### config.mk
export PLATFORM = sky130hd
export DESIGN_NAME = rr_arbiter8
export DESIGN_NICKNAME = d
export VERILOG_FILES = /design/src/rtl/rr_arbiter8.sv
export SDC_FILE = /design/constraint.sdc
export NUM_CORES = 1
export LEC_CHECK = 0
export BUFFER_PORTS_ARGS = -buffer_cell sky130_fd_sc_hd__buf_2
export CAP_MARGIN = 20
export CORE_ASPECT_RATIO = 0.9
export CORE_UTILIZATION = 30
export CTS_BUF_LIST = sky130_fd_sc_hd__clkbuf_8 sky130_fd_sc_hd__clkbuf_16
export DETAILED_ROUTE_END_ITERATION = 10
export PLACE_DENSITY_LB_ADDON = 0.15
export SYNTH_ARGS = -nofsm -noshare
export SYNTH_HDL_FRONTEND = slang
export SYNTH_SLANG_ARGS = --single-unit
### constraint.sdc
create_clock -name clk -period 4.82 [get_ports clk]
set_input_delay 0.723 -clock clk [delete_from_list [all_inputs] [get_ports clk]]
set_output_delay 0.723 -clock clk [all_outputs]
set_load 0.01 [all_outputs]
### src/rtl/rr_arbiter8.sv
// Round-robin arbiter for eight requesters sharing one 8:1 select path.
// Grants are registered, bounded to MAX_HOLD cycles unless locked, and separated by a dead cycle.
module rr_arbiter8 #(
  parameter int unsigned MAX_HOLD = 4
) (
  input  logic       clk,
  input  logic       reset,
  input  logic [7:0] req,
  input  logic       lock,
  output logic [7:0] grant,
  output logic [2:0] sel,
  output logic       valid,
  output logic       preempt
);

  typedef enum logic {
    IDLE  = 1'b0,
    GRANT = 1'b1
  } state_t;

  localparam logic [7:0] HOLD_LIMIT = 8'(MAX_HOLD);
  localparam logic [7:0] HOLD_SAT   = 8'hFF;

  state_t     state, state_nxt;
  logic [2:0] ptr, ptr_nxt;
  logic [2:0] owner, owner_nxt;
  logic [7:0] hold_cnt, hold_nxt;
  logic [7:0] grant_nxt;
  logic [2:0] sel_nxt;
  logic       valid_nxt;
  logic       preempt_nxt;

  // Rotate req so that bit 0 is the requester at ptr; the lowest set bit wins.
  logic [15:0] req_dbl;
  logic [7:0]  req_rot;
  logic [2:0]  win_off;
  logic [2:0]  winner;

  always_comb begin
    req_dbl = {req, req} >> ptr;
    req_rot = req_dbl[7:0];
    win_off = 3'd0;
    for (int i = 7; i >= 0; i--) begin
      if (req_rot[i]) win_off = 3'(i);
    end
    winner = ptr + win_off;
  end

  // NOTE: every signal gets a default before the case so no path leaves it unassigned (no latch).
  always_comb begin
    state_nxt   = state;
    ptr_nxt     = ptr;
    owner_nxt   = owner;
    hold_nxt    = hold_cnt;
    grant_nxt   = grant;
    sel_nxt     = sel;
    valid_nxt   = valid;
    preempt_nxt = 1'b0;

    unique case (state)
      IDLE: begin
        if (|req) begin
          state_nxt = GRANT;
          owner_nxt = winner;
          grant_nxt = 8'b0000_0001 << winner;
          sel_nxt   = winner;
          valid_nxt = 1'b1;
          hold_nxt  = 8'd1;
        end else begin
          grant_nxt = 8'd0;
          valid_nxt = 1'b0;
        end
      end

      GRANT: begin
        // >= also revokes an owner whose count ran past the limit while it was locked.
        if (!req[owner] || (!lock && hold_cnt >= HOLD_LIMIT)) begin
          state_nxt   = IDLE;
          grant_nxt   = 8'd0;
          valid_nxt   = 1'b0;
          ptr_nxt     = owner + 3'd1;
          preempt_nxt = req[owner];
        end else if (hold_cnt != HOLD_SAT) begin
          hold_nxt = hold_cnt + 8'd1;
        end
      end

      default: state_nxt = IDLE;
    endcase
  end

  // NOTE: state registers use non-blocking assignments so all flops update from pre-edge values.
  always_ff @(posedge clk) begin
    if (reset) begin
      state    <= IDLE;
      ptr      <= 3'd0;
      owner    <= 3'd0;
      hold_cnt <= 8'd0;
      grant    <= 8'd0;
      sel      <= 3'd0;
      valid    <= 1'b0;
      preempt  <= 1'b0;
    end else begin
      state    <= state_nxt;
      ptr      <= ptr_nxt;
      owner    <= owner_nxt;
      hold_cnt <= hold_nxt;
      grant    <= grant_nxt;
      sel      <= sel_nxt;
      valid    <= valid_nxt;
      preempt  <= preempt_nxt;
    end
  end

endmodule

==> flow_summary.ini <==
[clock_network]
clock-root-buffer = clkbuf_8
cts.htree.levels = 1
clk-insertion-delay-late_ps = 280
cts_tree = yes
cts_resized = 0
cts_setup_buffers = 0
cts_buffer_depth = 2
numClockSinks = 25
clkTransAtPathRegs_ps = 110
hold_buffers = 0
cts-buffers-inserted = 3

[global_route]
grt_pass1_vias = 2386
grt_overflow = 0
grt_pass1_wl_um = 12100
grt_max_degree = 23
track_usage = 0.166
antenna_found_initial = 0

[logic_synthesis]
synth_top_flop_cell = dfxtp_1
synth.avg_cell_area_um2 = 7.89
synth_seq_cells = 25
yosysUniqueCellTypes = 54
syn-num-nets = 343
async_flop_share = 0
syn-cell-area_um2 = 2580
synth-edff-count = 0
postSynthCellCount = 327
ys_warn_count = 0
seq_area_frac_synth = 0.194

[final_layout]
stdcell_count = 441
layout.cells.most_common = a21oi_1
multi_input_area_um2 = 1810
area_growth_pct = 5.05
nFillCells = 881
register_area_um2 = 500
nets = 343
finalInstanceArea_um2 = 2710
layout_common_cells = 29 x a21oi_1, 27 x nor2_1, 25 x dfxtp_1
num_antenna_cells = 0
drive_above_1_share = 0.147

[critical_path]
critPathMaxFanout = 22
worst-setup-path-type = flop to flop
critPathRequiredTime_ps = 4990
endpoint_kind = flop
crit_path_start_kind = flop
crit_arrival_ps = 4060
r2r_slack_ps = 930

[sta]
worst_pin_slew_ps = 942
slew_viol_final = 0
slew_headroom = 0.370
setup_violations = 0
rsz0062_at_grt = false
holdWs_ps = 476
period_minus_slack_ps = 3890
max_freq_mhz = 257
fin_skew_ps = 3.64
final.setup.tns_ps = 0
finalHoldViolations = 0
finalCritPeriodShare = 0.807

[worst_hold_path]
min_path_type = flop to flop

[placement]
place_hpwl_um = 5090
port_buffers = 23
dp_cells = 437
gp_congestion = 0.775
dpl-instance-area_um2 = 2660

[floorplan]
rows = 31
die-area_um2 = 8970
start_util = 0.315
die_h_um = 90.0
die_w_um = 99.7
ios = 24
core_area_um2 = 8180

[detailed_routing]
drtPass1Iterations = 4
antenna_left = 0
wirelength_um = 7210
wl_per_cell_um = 16.4
drt_iter0_markers = 355
via_count = 2517
viasPerCell = 5.71
drcViolationCount = 0

[power_and_ir_drop]
p_leak_nw = 0.947
clkPwrFrac = 0.204
seq_power_share = 0.356
p_int_mw = 0.402
swShare = 0.434
power_mw = 0.710
ir_worst_vdd_uv = 115
p_comb_frac = 0.440
netSwitchingPower_mw = 0.308
pwr_density_cell_nw_per_um2 = 262

[run_status]
status = finished clean

[run]
drv_cap = 0
-- flip-flops by register name, summed over array words and instances, names as in the netlist --
| register | flops |
|---|---|
| hold_cnt | 8 |
| owner | 3 |
| ptr | 3 |
| state | 1 |
| grant | 8 |
| preempt | 1 |
| valid | 1 |
-- cells by family after synthesis --
family                   after synthesis  share of synthesized area
AND/OR/NAND/NOR                      134                      0.267
AO/OA/AOI/OAI                         93                      0.271
buffers and inverters                 47                      0.103
flip-flops                            25                      0.194
multiplexers                          22                      0.134
adder cells (fa/ha/maj)                5                     0.0272
XOR/XNOR                               1                    0.00340
-- cells in the mapped netlist (5+ instances only) --
library cell | instances | area, um2
a21oi_1 | 29 | 145
nor2_1 | 27 | 101
dfxtp_1 | 25 | 500
nor3_1 | 23 | 115
nand2_1 | 20 | 75.1
o2111ai_1 | 15 | 131
nor4_1 | 14 | 87.6
inv_1 | 13 | 48.8
nand3_1 | 12 | 60.1
buf_2 | 11 | 55.1
mux2i_1 | 11 | 110
a32oi_1 | 10 | 87.6
clkbuf_1 | 10 | 37.5
buf_6 | 9 | 101
mux4_2 | 9 | 203
nor2b_1 | 9 | 56.3
nand4_1 | 6 | 37.5
o21ai_0 | 5 | 25.0
or2_1 | 5 | 31.3
-- metal layers --
layer | track usage | vias to the layer above | share of wire
met5 | 0 | - | 0
met4 | 0.0306 | 0 | 0.0090
met3 | 0.0264 | 9 | 0.041
met2 | 0.269 | 70 | 0.46
met1 | 0.232 | 1190 | 0.49
li1 | - | 1248 | -
-- metrics by stage --
stage	utilization	setup WS, ps
final	0.331	929
after global routing	0.331	545
after CTS	0.331	921
after detailed placement	0.325	831
after global placement	0.325	812
after floorplan	-	1330
-- final timing paths --
check,start,to,cells after the start
setup reg to reg,ptr[1],grant[5],11
hold / removal,grant[4],grant[4],2
hold reg to reg,grant[4],grant[4],2
setup / recovery,ptr[1],grant[5],11
-- power groups by stage --
stage	Clock [mW]	Sequential, mW	Combinational [mW]
after floorplan	0	0.249	0.249
after global placement	0	0.258	0.315
after detailed placement	0	0.258	0.310
after CTS	0.153	0.253	0.311
after global routing	0.161	0.258	0.345
final	0.145	0.253	0.313
-- area by class of cell --
type / count / share of cell area
clock buffer: 3 / 0.0152
timing repair buffer: 27 / 0.0536
tap: 115 / 0.0531
inverter: 15 / 0.0208
sequential: 25 / 0.185
clock inverter: 1 / 0.00323
multi-input combinational: 255 / 0.669
-- critical path, cell delays in order, from the launching register on --
cell and delay (ps):
dfxtp_1 860, inv_2 240, mux4_2 680, o21ai_1 130, o21ai_0 90, a32oi_1 220, fa_1 560, and2_1 260
o2111ai_1 140, nor3_1 70, nor4_1 400, nand3_1 120
Power figures use the tool's default switching activity.
